$ cat config.mk
export PLATFORM = sky130hd
export DESIGN_NAME = fp_div_operand_prep_flat
export DESIGN_NICKNAME = d
export VERILOG_FILES = /design/src/rtl/fp_div_pkg.sv /design/src/rtl/fp_div_operand_prep_if.sv /design/src/rtl/fp_classify.sv /design/src/rtl/fp_div_operand_prep.sv /design/src/flat_wrapper.sv
export SDC_FILE = /design/constraint.sdc
export NUM_CORES = 1
export LEC_CHECK = 0
export CORE_AREA = 2 2 112 114
export CTS_CLUSTER_SIZE = 10
export DETAILED_ROUTE_END_ITERATION = 8
export DIE_AREA = 0 0 114 116
export HOLD_SLACK_MARGIN = 0.03
export PLACE_DENSITY_LB_ADDON = 0.1
export RECOVER_POWER = 25
export SYNTH_ARGS = -nofsm -noshare
export SYNTH_HDL_FRONTEND = slang
export SYNTH_SLANG_ARGS = --single-unit
$ cat constraint.sdc
create_clock -name clk -period 4.3 [get_ports clk]
set_clock_uncertainty 0.2 [all_clocks]
set_input_delay 0.86 -clock clk [delete_from_list [all_inputs] [get_ports clk]]
set_output_delay 0.86 -clock clk [all_outputs]
set_load 0.02 [all_outputs]
$ cat src/rtl/fp_div_pkg.sv
// ============================================================================
//  Module   : fp_div_pkg
//  Purpose  : Shared types and constants for the single-precision divider
//             (operand preparation front-end and divider core).
//  Contents : state_t     - operand-prep FSM states
//             fp_class_t  - binary32 operand classes
//             FP_BIAS, FP_QNAN, FP_EXP_W
//  Revision : 1.0 - initial release
// ============================================================================
`default_nettype none

package fp_div_pkg;

  localparam int          FP_BIAS  = 127;
  localparam logic [31:0] FP_QNAN  = 32'h7FC0_0000;
  localparam int          FP_EXP_W = 10;

  typedef enum logic [1:0] {
    ST_IDLE     = 2'd0,
    ST_CLASSIFY = 2'd1,
    ST_NORM     = 2'd2,
    ST_ISSUE    = 2'd3
  } state_t;

  typedef enum logic [2:0] {
    CLS_ZERO   = 3'd0,
    CLS_SUB    = 3'd1,
    CLS_NORMAL = 3'd2,
    CLS_INF    = 3'd3,
    CLS_NAN    = 3'd4
  } fp_class_t;

endpackage

`default_nettype wire

$ cat src/rtl/fp_div_operand_prep_if.sv
// ============================================================================
//  Module   : fp_div_operand_prep_if
//  Purpose  : Operand-in / issue-out bundle of the divider front-end.
//  Modports : slave  - front-end side (accepts operands, drives issue word)
//             master - producer/consumer side (drives operands, out_ready)
//  Signals  : in_valid/in_ready/n/x                 operand handshake
//             out_valid/out_ready/sign/exp_diff/
//             mant_n/mant_x/special/special_res     issue handshake
//  Revision : 1.0 - initial release
// ============================================================================
`default_nettype none

interface fp_div_operand_prep_if;
  import fp_div_pkg::*;

  logic                       in_valid;
  logic                       in_ready;
  logic [31:0]                n;
  logic [31:0]                x;
  logic                       out_valid;
  logic                       out_ready;
  logic                       sign;
  logic signed [FP_EXP_W-1:0] exp_diff;
  logic [23:0]                mant_n;
  logic [23:0]                mant_x;
  logic                       special;
  logic [31:0]                special_res;

  modport slave (
    input  in_valid, n, x, out_ready,
    output in_ready, out_valid, sign, exp_diff, mant_n, mant_x, special, special_res
  );

  modport master (
    output in_valid, n, x, out_ready,
    input  in_ready, out_valid, sign, exp_diff, mant_n, mant_x, special, special_res
  );

endinterface

`default_nettype wire

$ cat src/rtl/fp_classify.sv
// ============================================================================
//  Module   : fp_classify
//  Purpose  : Combinational binary32 classifier. Produces the operand class,
//             the raw (not yet normalised) 24-bit mantissa and the effective
//             exponent. Sign is handled by the caller.
//  Ports    : op      in  31  binary32 word without sign bit
//             cls     out     ZERO / SUB / NORMAL / INF / NAN
//             mant    out 24  {hidden, frac}; 0 for ZERO/INF/NAN
//             eff_exp out 10  exponent field, 1 for SUB, 0 otherwise
//  Config   : FP_DIV_PREP_DENORM_EN - when undefined, subnormals classify
//             as ZERO (flush to zero)
//  Revision : 1.0 - initial release
// ============================================================================
`default_nettype none

module fp_classify
  import fp_div_pkg::*;
(
  input  logic [30:0]                op,
  output fp_class_t                  cls,
  output logic [23:0]                mant,
  output logic signed [FP_EXP_W-1:0] eff_exp
);

  logic [7:0]  w_exp;
  logic [22:0] w_frac;

  assign w_exp  = op[30:23];
  assign w_frac = op[22:0];

  always_comb begin
    cls     = CLS_NORMAL;
    mant    = {1'b1, w_frac};
    eff_exp = {{(FP_EXP_W-8){1'b0}}, w_exp};
    if (w_exp == 8'hFF) begin
      cls     = (w_frac == 23'd0) ? CLS_INF : CLS_NAN;
      mant    = '0;
      eff_exp = '0;
    end else if (w_exp == 8'h00) begin
      cls     = CLS_ZERO;
      mant    = '0;
      eff_exp = '0;
`ifdef FP_DIV_PREP_DENORM_EN
      if (w_frac != 23'd0) begin
        cls     = CLS_SUB;
        mant    = {1'b0, w_frac};
        // Subnormals share the exponent of the smallest normal.
        eff_exp = {{(FP_EXP_W-1){1'b0}}, 1'b1};
      end
`endif
    end
  end

endmodule

`default_nettype wire

$ cat src/rtl/fp_div_operand_prep.sv
// ============================================================================
//  Module   : fp_div_operand_prep
//  Purpose  : Divider front-end. Captures a dividend/divisor pair, resolves
//             NaN/inf/zero cases to a final result, pre-normalises subnormal
//             mantissas one bit per cycle and issues sign, biased exponent
//             difference and two normalised mantissas to the divider core.
//  Ports    : clk    in  clock, rising edge
//             rst_n  in  asynchronous active-low reset
//             bus    fp_div_operand_prep_if.slave (operand + issue handshake)
//  Config   : FP_DIV_PREP_DENORM_EN - enables subnormal support and the NORM
//             state; undefined flushes subnormals to zero.
//  Revision : 1.0 - initial release
// ============================================================================
`default_nettype none

module fp_div_operand_prep
  import fp_div_pkg::*;
(
  input  logic                  clk,
  input  logic                  rst_n,
  fp_div_operand_prep_if.slave  bus
);

  localparam logic signed [FP_EXP_W-1:0] c_bias = FP_EXP_W'(FP_BIAS);

  state_t                     r_state, w_state_nxt;
  logic [31:0]                r_n, r_x;
  logic [23:0]                r_mant_n, r_mant_x;
  logic signed [FP_EXP_W-1:0] r_exp_diff;
  logic                       r_sign, r_special;
  logic [31:0]                r_special_res;

  fp_class_t                  w_cls_n, w_cls_x;
  logic [23:0]                w_raw_mant_n, w_raw_mant_x;
  logic signed [FP_EXP_W-1:0] w_raw_exp_n, w_raw_exp_x, w_raw_exp_diff;
  logic                       w_sign, w_special;
  logic [31:0]                w_special_res;
  logic                       w_zero_n, w_zero_x, w_inf_n, w_inf_x, w_nan_n, w_nan_x;
  logic                       w_fin_n, w_fin_x;

  fp_classify u_cls_n (.op(r_n[30:0]), .cls(w_cls_n), .mant(w_raw_mant_n), .eff_exp(w_raw_exp_n));
  fp_classify u_cls_x (.op(r_x[30:0]), .cls(w_cls_x), .mant(w_raw_mant_x), .eff_exp(w_raw_exp_x));

  assign w_sign         = r_n[31] ^ r_x[31];
  assign w_zero_n       = (w_cls_n == CLS_ZERO);
  assign w_zero_x       = (w_cls_x == CLS_ZERO);
  assign w_inf_n        = (w_cls_n == CLS_INF);
  assign w_inf_x        = (w_cls_x == CLS_INF);
  assign w_nan_n        = (w_cls_n == CLS_NAN);
  assign w_nan_x        = (w_cls_x == CLS_NAN);
  assign w_fin_n        = !(w_inf_n || w_nan_n);
  assign w_fin_x        = !(w_inf_x || w_nan_x);
  assign w_raw_exp_diff = w_raw_exp_n - w_raw_exp_x + c_bias;

  // Special-case resolution; earlier rules take priority.
  always_comb begin
    w_special     = 1'b1;
    w_special_res = FP_QNAN;
    if (w_nan_n || w_nan_x || (w_zero_n && w_zero_x) || (w_inf_n && w_inf_x)) begin
      w_special_res = FP_QNAN;
    end else if ((w_inf_n && w_fin_x) || (!w_zero_n && w_zero_x)) begin
      w_special_res = {w_sign, 8'hFF, 23'h0};
    end else if ((w_zero_n && !w_zero_x) || (w_fin_n && w_inf_x)) begin
      w_special_res = {w_sign, 31'h0};
    end else begin
      w_special     = 1'b0;
      w_special_res = '0;
    end
  end

`ifdef FP_DIV_PREP_DENORM_EN
  localparam logic signed [FP_EXP_W-1:0] c_one = FP_EXP_W'(1);

  logic signed [FP_EXP_W-1:0] r_exp_n, r_exp_x, w_exp_n_sh, w_exp_x_sh;
  logic [23:0]                w_mant_n_sh, w_mant_x_sh;
  logic                       w_norm_done, w_sub_any;

  // Each operand shifts only while its hidden bit is still clear.
  assign w_mant_n_sh = r_mant_n[23] ? r_mant_n : {r_mant_n[22:0], 1'b0};
  assign w_mant_x_sh = r_mant_x[23] ? r_mant_x : {r_mant_x[22:0], 1'b0};
  assign w_exp_n_sh  = r_mant_n[23] ? r_exp_n  : r_exp_n - c_one;
  assign w_exp_x_sh  = r_mant_x[23] ? r_exp_x  : r_exp_x - c_one;
  assign w_norm_done = w_mant_n_sh[23] && w_mant_x_sh[23];
  assign w_sub_any   = (w_cls_n == CLS_SUB) || (w_cls_x == CLS_SUB);
`endif

  // FSM state register
  always_ff @(posedge clk or negedge rst_n) begin
    if (!rst_n) r_state <= ST_IDLE;
    else        r_state <= w_state_nxt;
  end

  // FSM next-state logic
  always_comb begin
    w_state_nxt = r_state;
    case (r_state)
      ST_IDLE:     if (bus.in_valid) w_state_nxt = ST_CLASSIFY;
      ST_CLASSIFY: begin
        w_state_nxt = ST_ISSUE;
`ifdef FP_DIV_PREP_DENORM_EN
        if (!w_special && w_sub_any) w_state_nxt = ST_NORM;
      end
      ST_NORM: begin
        if (w_norm_done) w_state_nxt = ST_ISSUE;
`endif
      end
      ST_ISSUE:    if (bus.out_ready) w_state_nxt = ST_IDLE;
      default:     w_state_nxt = ST_IDLE;
    endcase
  end

  // Operand capture and issue-word datapath. Issue registers are only
  // written in CLASSIFY/NORM, so they stay stable throughout ISSUE.
  always_ff @(posedge clk or negedge rst_n) begin
    if (!rst_n) begin
      r_n           <= '0;
      r_x           <= '0;
      r_mant_n      <= '0;
      r_mant_x      <= '0;
      r_exp_diff    <= '0;
      r_sign        <= 1'b0;
      r_special     <= 1'b0;
      r_special_res <= '0;
`ifdef FP_DIV_PREP_DENORM_EN
      r_exp_n       <= '0;
      r_exp_x       <= '0;
`endif
    end else begin
      case (r_state)
        ST_IDLE: begin
          if (bus.in_valid) begin
            r_n <= bus.n;
            r_x <= bus.x;
          end
        end
        ST_CLASSIFY: begin
          r_sign        <= w_sign;
          r_special     <= w_special;
          r_special_res <= w_special_res;
          r_mant_n      <= w_special ? '0 : w_raw_mant_n;
          r_mant_x      <= w_special ? '0 : w_raw_mant_x;
          r_exp_diff    <= w_special ? '0 : w_raw_exp_diff;
`ifdef FP_DIV_PREP_DENORM_EN
          r_exp_n       <= w_raw_exp_n;
          r_exp_x       <= w_raw_exp_x;
        end
        ST_NORM: begin
          r_mant_n      <= w_mant_n_sh;
          r_mant_x      <= w_mant_x_sh;
          r_exp_n       <= w_exp_n_sh;
          r_exp_x       <= w_exp_x_sh;
          r_exp_diff    <= w_exp_n_sh - w_exp_x_sh + c_bias;
`endif
        end
        default: ;
      endcase
    end
  end

  assign bus.in_ready    = (r_state == ST_IDLE);
  assign bus.out_valid   = (r_state == ST_ISSUE);
  assign bus.sign        = r_sign;
  assign bus.exp_diff    = r_exp_diff;
  assign bus.mant_n      = r_mant_n;
  assign bus.mant_x      = r_mant_x;
  assign bus.special     = r_special;
  assign bus.special_res = r_special_res;

endmodule

`default_nettype wire
$ cat src/flat_wrapper.sv
// flat-port wrapper written by rule: the top's interface ports become plain ports
module fp_div_operand_prep_flat import fp_div_pkg::*;
  (clk, rst_n, bus_in_valid, bus_n, bus_x, bus_out_ready, bus_in_ready, bus_out_valid, bus_sign, bus_exp_diff, bus_mant_n, bus_mant_x, bus_special, bus_special_res);
  fp_div_operand_prep_if bus_i ();
  input  logic clk;
  input  logic rst_n;
  input wire logic [$bits(bus_i.in_valid)-1:0] bus_in_valid;
  input wire logic [$bits(bus_i.n)-1:0] bus_n;
  input wire logic [$bits(bus_i.x)-1:0] bus_x;
  input wire logic [$bits(bus_i.out_ready)-1:0] bus_out_ready;
  output wire logic [$bits(bus_i.in_ready)-1:0] bus_in_ready;
  output wire logic [$bits(bus_i.out_valid)-1:0] bus_out_valid;
  output wire logic [$bits(bus_i.sign)-1:0] bus_sign;
  output wire logic [$bits(bus_i.exp_diff)-1:0] bus_exp_diff;
  output wire logic [$bits(bus_i.mant_n)-1:0] bus_mant_n;
  output wire logic [$bits(bus_i.mant_x)-1:0] bus_mant_x;
  output wire logic [$bits(bus_i.special)-1:0] bus_special;
  output wire logic [$bits(bus_i.special_res)-1:0] bus_special_res;
  assign bus_i.in_valid = bus_in_valid;
  assign bus_i.n = bus_n;
  assign bus_i.x = bus_x;
  assign bus_i.out_ready = bus_out_ready;
  assign bus_in_ready = bus_i.in_ready;
  assign bus_out_valid = bus_i.out_valid;
  assign bus_sign = bus_i.sign;
  assign bus_exp_diff = bus_i.exp_diff;
  assign bus_mant_n = bus_i.mant_n;
  assign bus_mant_x = bus_i.mant_x;
  assign bus_special = bus_i.special;
  assign bus_special_res = bus_i.special_res;
  fp_div_operand_prep u_core (.clk(clk), .rst_n(rst_n), .bus(bus_i));
endmodule
==> results of run 1 <==
[worst paths after layout]
path                                          endpoint  slack (ns)  cells after the start
max in group clk                u_core.bus.exp_diff[6]        1.03                     11
worst max register to register  u_core.bus.exp_diff[6]        1.03                     11
worst min-delay path             u_core.bus.mant_x[23]        0.27                      2
worst max-delay path             u_core.bus.mant_n[13]        0.96                      2
min in group asynchronous       u_core.bus.exp_diff[1]        0.59                      1
worst min register to register   u_core.bus.mant_x[23]        0.27                      2
[routing by layer]
layer / up-vias / routed length [microns] / global-route usage (%)
met3: 15 / 869 / 7.69
met5: - / 0 / 0
met2: 133 / 6180 / 33.1
li1: 1822 / - / -
met4: 0 / 198 / 6.91
met1: 1864 / 5460 / 25.3
[registers in the layout (all words and copies together) (netlist names)]
| signal | count |
|---|---|
| u_core.bus.sign | 1 |
| u_core.bus.special | 1 |
| u_core.bus.mant_n | 24 |
| u_core.bus.special_res | 3 |
| u_core.r_state | 2 |
| u_core.bus.exp_diff | 10 |
| u_core.r_x | 32 |
| u_core.bus.mant_x | 24 |
| u_core.r_n | 32 |
[stage by stage]
stage | worst slack, ns | power (W) | hold WS [ns] | utilization (%)
global placement | 1.14 | 0.00552 | 0.260 | 59.3
floorplan | 1.18 | 0.00448 | 0.284 | -
detailed placement | 1.04 | 0.00561 | 0.264 | 59.3
global route | 0.368 | 0.00769 | 0.301 | 64.8
CTS | 1.03 | 0.00729 | 0.278 | 65.0
finish | 0.956 | 0.00721 | 0.271 | 64.8
[worst reg2reg max path, stage by stage, from the launching register on]
cell	delay (ns)
dfrtp_1	0.39
nand4_1	0.13
nor2_1	0.60
nor2b_1	0.16
ha_1	0.36
nor2b_1	0.14
o2111ai_1	0.22
nand3b_1	0.12
xnor2_1	0.36
nand2_1	0.12
xor2_1	0.16
a22o_1	0.20
[report_power, final]
| part | internal [W] | switching, W | total (W) |
|---|---|---|---|
| combinational | 0.00165 | 0.00165 | 0.00330 |
| sequential | 0.00184 | 0.000442 | 0.00228 |
| clock | 0.00110 | 0.000531 | 0.00163 |
[kinds of logic after synthesis]
| kind of cell | count (synthesis) |
|---|---|
| compound gates | 79 |
| xor+xnor | 12 |
| fa+ha+maj | 10 |
| buf+inv | 54 |
| flops | 129 |
| mux | 64 |
| other cells | 1 |
| simple gates | 94 |
[cell type report]
| cell class | instances | area [sq um] |
|---|---|---|
| clock buffer | 18 | 439 |
| clock inverter | 14 | 236 |
| fill | 965 | 4190 |
| inverter | 5 | 18.8 |
| multi-input combinational | 281 | 2190 |
| sequential | 129 | 3230 |
| tap | 147 | 184 |
| timing repair buffer | 144 | 1420 |
[layout by cell type, fill, tap and decap left out, types with 9 or more instances in the layout]
master	instances
ha_1	9
nor2b_1	9
nor2_1	12
a22o_1	48
clkbuf_16	17
mux2_2	64
dfrtp_1	129
o21ai_0	10
nand2_1	33
clkdlybuf4s50_1	137
conb_1	22
nor4_1	14
==> metrics.txt, run 1 <==
critical path capture point type asynchronous set/reset pin; GR Overflow Total 0; Ports 162; RSZ-0062 raised after global routing false; GR Util All Layers 20.4%; Final Instance Area 7720 sq um; final setup fails 0; H-tree depth 4; main combinational cell family by area after synthesis multiplexers; worst vdd ir 0.430 mV; largest cells by area after synthesis dfrtp_1 57%, mux2_2 13%, a22o_1 7.4%; Starting DRT DRC Count 183; Post-synth EDFFs 0; Starting Density ~47%; cell total after placement 706; Unique masters post-synth between 40 and 50; status finished with violations; Worst-Margin Slew between 1.5 and 2 ns; Max Cap Viol 1; Synth Register Bits around 130; Fin. Hold Viols 0; Crit path largest cell delay roughly 1.4 ns; slowest CP cell clkbuf_2; origin of the worst setup path rst_n; top cell type's share of synthesized area 57.1%; hold crit path type reg -> reg; Rel. slew slack -12.2%; Sink Count 129; NumNets Final 656; Die H 116 microns; Cell Pwr Density 934 nW/um^2; largest area contributor in the synthesized netlist dfrtp_1; Crit Path Max Fanout 70; CTS clock-pin slew for the worst setup and hold paths 0.05 ns; YS warnings 0; ys async rst share 100%; Ant. Diodes 0; CTS tree built; largest net degree at the start of global routing 71; Worst setup SP type input port; Synth Area in XOR/XNOR 1.99%; Req. time, crit path 4.31 ns; Vias 3834; Die Wd about 110 microns; Hold Startpoint u_core.bus.mant_x[23]; die area between 10000 and 15000 sq um; WL per Instance 17.2 microns; FF-to-FF Start u_core.r_n[29]; Synth Area in Adders 2.35%; CTS Buf Count 17; Max Freq between 0.2 and 0.3 GHz; area delta synth->final 36.7%; Core Area 11900 sq um; Max clock buf depth 2; critical path class in -> async; first-pass GRT wire length between 20000 and 25000 microns; sequential area share after synthesis 57.1%; share of cells above drive strength 1 19.5%; cell area after synthesis 5650 sq um; Finished Layout Cells 738; initial antenna violation count 0; cts hold-fix bufs 0; ANT nets after route 0; DRC viols 0; Mean Syn Cell Area approximately 13 sq um; vias in the first global route around 4000; setup TNS 0 ns; critical path arrival between 3 and 4 ns; post-synthesis mux area share ~13%; post-CTS resize count 0; Cells after Synth 443; Most used DFF post-synth dfrtp_1; TritonRoute pass-1 iters 4; most frequent cell on the critical path clkbuf_2; Compound-Gate Fraction of Synth Area 11.3%; # port buffers 139; number of setup buffers added after CTS 0; failing checks max-capacitance violations, max-slew violations; post-synthesis simple-gate area fraction 8.57%; via/cell ratio 5.20; Leak 3.34 nW; clock root cell clkbuf_16; routed wire length 12700 microns; crit path cell chain clkbuf_2 > clkbuf_2; Worst-Skew Late Latency 0.41 ns; placed inst area ~7100 sq um; WP buf/inv 2; Routability Congestion between 0.7 and 0.8; part of the cycle the worst path needs between 70% and 80%; fin crit period 3.34 ns; max-slew violations around 70; Crit path max-delay family buffers and inverters; dpl hpwl 8560 microns; Post-synth top cells 129 x dfrtp_1, 64 x mux2_2, 48 x a22o_1; Rows 40; count leader, synth dfrtp_1
Power figures use the tool's default switching activity.
==> run 2, diff against run 1 <==
- clock period: 4.3 -> 3.3 ns (I/O delays scaled with it)
==> metrics.txt, run 2 (synthesized netlist as in run 1, its figures left out) <==
status finished with violations (unchanged); failing checks max-capacitance violations, max-slew violations (unchanged); GR Overflow Total 0 (unchanged); Crit Path Max Fanout 4 (was 70); critical path class reg -> reg (was in -> async); fin crit period around 3.1 ns; most common cell after layout, fill and taps aside clkdlybuf4s50_1 (unchanged); routed wire length 12500 microns (was 12700 microns); GR Util All Layers 20.2% (was 20.4%); Die H 116 microns (unchanged); first-pass GRT wire length 20300 microns (was 20500 microns); Core Area 11900 sq um (unchanged); worst reg2reg setup slack 0.19 ns (was 1.03 ns); die area 13200 sq um (unchanged); Rows 40 (unchanged); area delta synth->final 37.2% (was 36.7%); critical path capture point type register (was asynchronous set/reset pin); max-slew violations 39 (was 71); Worst-Margin Slew 2.15 ns (was 1.68 ns); r2r worst-path depth 12 (was 11); hold crit path type reg -> reg (unchanged); largest net degree at the start of global routing 65 (was 71); Finished Layout Cells 740 (was 738); worst vdd ir 0.519 mV (was 0.430 mV); CTS clock-pin slew for the worst setup and hold paths 0.05 ns (about the same); Req. time, crit path 3.40 ns (was 4.31 ns); Place WS 0.106 ns (was 1.04 ns); H-tree depth 4 (unchanged); dpl hpwl 8780 microns (was 8560 microns); Vias 3908 (was 3834); part of the cycle the worst path needs 94.3%; vias in the first global route 4006 (was 4022); critical path arrival 3.21 ns (was 3.35 ns); Starting Density 47.4% (unchanged); Fin. Hold Viols 0 (unchanged); TritonRoute pass-1 iters 4 (unchanged); CTS Buf Count 17 (unchanged); FF-to-FF Start u_core.r_x[28] (was u_core.r_n[29]); initial antenna violation count 0 (unchanged); Worst-Skew Late Latency 0.42 ns (was 0.41 ns); DRC viols 0 (unchanged); slowest CP cell dfrtp_1 (was clkbuf_2); Crit path max-delay family simple AND/OR/NAND/NOR gates (was buffers and inverters); clock network power share 20.9% (was 22.6%); Sink Count 129 (unchanged); Final WS setup 0.187 ns (was 0.956 ns); combinational share of power 47.3% (was 45.8%); ANT nets after route 0 (unchanged); Cell Pwr Density 1200 nW/um^2 (was 934 nW/um^2); RR Endpoint u_core.bus.exp_diff[6] (unchanged); Int Power 0.00593 W (was 0.00459 W); crit path cell chain nand4_1 > or2_2 > and2_1 > ha_1 > fa_2 > and2b_4 > o21ai_2 > xnor2_2 > nor3_2 > nand2_1 > xor2_1 > a22o_1 (was clkbuf_2 > clkbuf_2); number of cells on the critical path 12 (was 2); Max Cap Viol 1 (unchanged); cell total after placement 709 (was 706); WL per Instance 16.9 microns (was 17.2 microns); most frequent cells in the layout 138 x clkdlybuf4s50_1, 129 x dfrtp_1, 64 x mux2_2 (was 137 x clkdlybuf4s50_1, 129 x dfrtp_1, 64 x mux2_2); Leak 3.34 nW (about the same); Ports 162 (unchanged); Max clock buf depth 2 (unchanged); Hold Startpoint u_core.bus.exp_diff[4] (was u_core.bus.mant_x[23]); Die Wd 114 microns (unchanged); power share of the sequential group 31.8% (was 31.6%); CTS tree built (unchanged); Ant. Diodes 0 (unchanged); share of cells above drive strength 1 19.7% (was 19.5%); Rel. slew slack -43.1% (was -12.2%); Crit path largest cell delay 0.39 ns (was 1.38 ns); NetSw 0.00340 W (was 0.00262 W); final setup fails 0 (unchanged); Max Freq 0.321 GHz; # port buffers 139 (unchanged); Regs by FF count u_core.r_n: 32 flops, u_core.r_x: 32 flops (unchanged); Worst setup SP type register (was input port); clock root cell clkbuf_16 (unchanged); via/cell ratio 5.28 (was 5.20); hold path cells 2 (unchanged); WP buf/inv 0 (was 2); worst hold endpoint u_core.bus.exp_diff[4] (was u_core.bus.mant_x[23]); NumNets Final 659 (was 656); Starting DRT DRC Count 160 (was 183); switching share of total power 36.5% (was 36.3%); Routability Congestion 0.743 (was 0.788)
run 2: tightest hold or removal path, cell delays in order, from the launching register on:
cell	delay (ns)
dfrtp_1	0.33
nand2_1	0.05
o21ai_0	0.06
run 2: worst max-delay path by stage:
stage | start | to | slack (ns)
after detailed placement | u_core.r_x[28] | u_core.bus.exp_diff[7] | 0.11
final | u_core.r_x[28] | u_core.bus.exp_diff[6] | 0.19
after global routing | u_core.r_x[28] | u_core.bus.exp_diff[8] | -0.02
after global placement | u_core.r_x[29] | u_core.bus.exp_diff[6] | 0.21
after floorplan | u_core.r_x[29] | u_core.bus.exp_diff[8] | 0.18
after CTS | u_core.r_n[29] | u_core.bus.exp_diff[6] | 0.08
run 2: stage by stage:
stage	hold slack, ns	util (%)	area (sq um)	power (W)	setup TNS, ns
finish	0.274	65.1	7750	0.00933	0
floorplan	0.164	-	5730	0.00584	0
global placement	0.259	59.6	7100	0.00720	0
global route	0.299	65.1	7750	0.00998	-0.0153
detailed placement	0.268	59.6	7100	0.00733	0
CTS	0.0355	64.7	7710	0.00932	0
run 2: timing repair:
action,in CTS,in global routing
setup buffers,0,0
setup endpoints to repair,0,4
hold buffers,0,0
resized for setup,0,8
run 2: power by group through the flow:
stage | logic [W] | clock network (W) | registers, W
global placement | 0.00426 | 0 | 0.00295
global route | 0.00483 | 0.00207 | 0.00308
detailed placement | 0.00435 | 0 | 0.00298
finish | 0.00441 | 0.00195 | 0.00296
floorplan | 0.00255 | 0 | 0.00329
CTS | 0.00436 | 0.00199 | 0.00297
run 2: cell type report:
type / instances / area [sq um]
Clock buffer: 26 / 489
Clock inverter: 5 / 125
Fill cell: 948 / 4160
Inverter: 5 / 18.8
Multi-Input combinational cell: 281 / 2230
Sequential cell: 129 / 3230
Tap cell: 147 / 184
Timing Repair Buffer: 147 / 1470
run 2: routing by layer:
metal  vias up  share of wire [%]  track usage (%)
met5         -                  0                0
met4         0                1.9             7.89
met3        20                6.9             7.48
met2       126                 49             32.6
met1      1937                 43             24.7
li1       1825                  -                -
==> edit: new RTL, config.mk and constraints of run 2 <==
Change the package constant `FP_EXP_W` from 10 to 8.
--- a/src/rtl/fp_div_pkg.sv
+++ b/src/rtl/fp_div_pkg.sv
@@ -15,3 +15,3 @@
   localparam logic [31:0] FP_QNAN  = 32'h7FC0_0000;
-  localparam int          FP_EXP_W = 10;
+  localparam int          FP_EXP_W = 8;
 
Ports: changed (resized bus_exp_diff); port bits go from 162 to 160. No check against the original RTL was run, so the function may have changed too.
==> edit against run 2 <==
- the flow still finishes with violations (max-capacitance violations, max-slew violations)
- setup slack gained 0.091 ns
- design area grew 1.8%
- wire length grew 8.2%
- sequential share of layout area shrank 1.4 points
- core utilization grew 1.2 points
- first-iteration DRC count grew 85%
- power shrank 7.4%
- synthesized area grew 4.5%
- sequential cell count shrank 2
- critical path type unchanged
- largest cell class unchanged
==> edit: results (changes against run 2) <==
- Status: finished, violations left
- Failing checks: max-capacitance violations, max-slew violations
- Metal1 wirelength: 6.03 mm (+13%)
- Hpwl dp: 9.54 mm (+8.6%)
- M3 GR Usage: 0.0507 (-0.0241)
- Pre-CTS setup slack: 0.299 ns (+0.193 ns)
- Crit Path Max Fanout: 7 (+3)
- Crit-path leading delay family: compound AO/OA/AOI/OAI gates
- Worst Path Arrival: 3.14 ns (-0.07 ns)
- Yosys cell types: 44 (-6.4%)
- Syn_area_per_cell: 10.4 um^2 (-19%)
- Ratio of cells with drive above 1 in the final layout: 0.138 (-0.0589)
- Placed cell count: 823 (+16%)
- Post-synth top cells: dfrtp_1 (127), nand2_1 (118), inv_1 (54), o21ai_0 (49), buf_4 (30)
- Vias/cell: 5.16 (-2.4%)
- Port Buffers: 137 (-1.4%)
- Drt initial violations: 296 (+85%)
- Total global-route track usage: 0.216 (+0.0148)
- Max VDD drop: 528 uV (+1.9%)
- Nets: 777 (+18%)
- Met2 Track Usage GR: 0.347 (+0.0206)
- WL met2: 6.64 mm (+8.8%)
- Final Instance Count excl. Fillers: 855 (+16%)
- First-pass GRT wire length: 22.0 mm (+8.5%)
- Internal power: 5.32 mW (-10%)
- Slew Limit Fails: 45 (+15%)
- Number of max-cap violations: 1 (unchanged)
- Vias in the first global route: 4445 (+11%)
- First-pass detailed-route iteration total: 5 (+1)
[edit: cell count changes after synthesis, sizes merged, moves of 7 or more]
cell    change
a22o       -48
clkbuf     +17
inv        +49
mux2       -45
nand2      +85
nor2        -7
o21ai      +37
o31ai      +52
[edit: area by class of cell]
cell class / count / area, um^2
Timing Repair Buffer: 148 / 1490
Tap cell: 147 / 184
Clock buffer: 23 / 508
Inverter: 54 / 203
Clock inverter: 9 / 81.3
Fill cell: 996 / 4020
Multi-Input combinational cell: 347 / 2250
Sequential cell: 127 / 3180
[edit: path summary, 6_finish.rpt]
kind	start	end	cells after the start
min reg2reg	u_core.bus.mant_x[6]	u_core.bus.mant_x[6]	2
min in group asynchronous	rst_n	u_core.bus.mant_x[23]	1
max reg2reg	u_core.r_x[25]	u_core.bus.exp_diff[6]	10
max	u_core.r_x[25]	u_core.bus.exp_diff[6]	10
max in group asynchronous	rst_n	u_core.r_n[31]	1
min	u_core.bus.mant_x[6]	u_core.bus.mant_x[6]	2
[edit: power groups by stage]
stage	clock, mW	sequential, mW	combinational [mW]
floorplan	0	3.11	2.29
global placement	0	2.77	3.97
detailed placement	0	2.81	4.06
CTS	1.84	2.79	4.08
global route	1.91	2.89	4.44
finish	1.81	2.79	4.04
[edit: cells by family after synthesis]
kind of cell,share of synthesized area
xor gates and xnor gates,0.00847
other,0.000635
buffers and inverters,0.0977
AOI/OAI and AO/OA,0.166
adders and majority gates,0.0309
and+or+nand+nor,0.122
muxes,0.0362
DFF,0.538
[edit: worst register-to-register path, cell delays in order (launching register included)]
cell and delay, ns:
dfrtp_1 0.40, nand4_1 0.17, or2_2 0.37, nand2_1 0.10
ha_1 0.24, ha_1 0.30, a21o_1 0.18, a21o_1 0.21
a2111oi_0 0.46, a311oi_1 0.10, o31ai_1 0.20
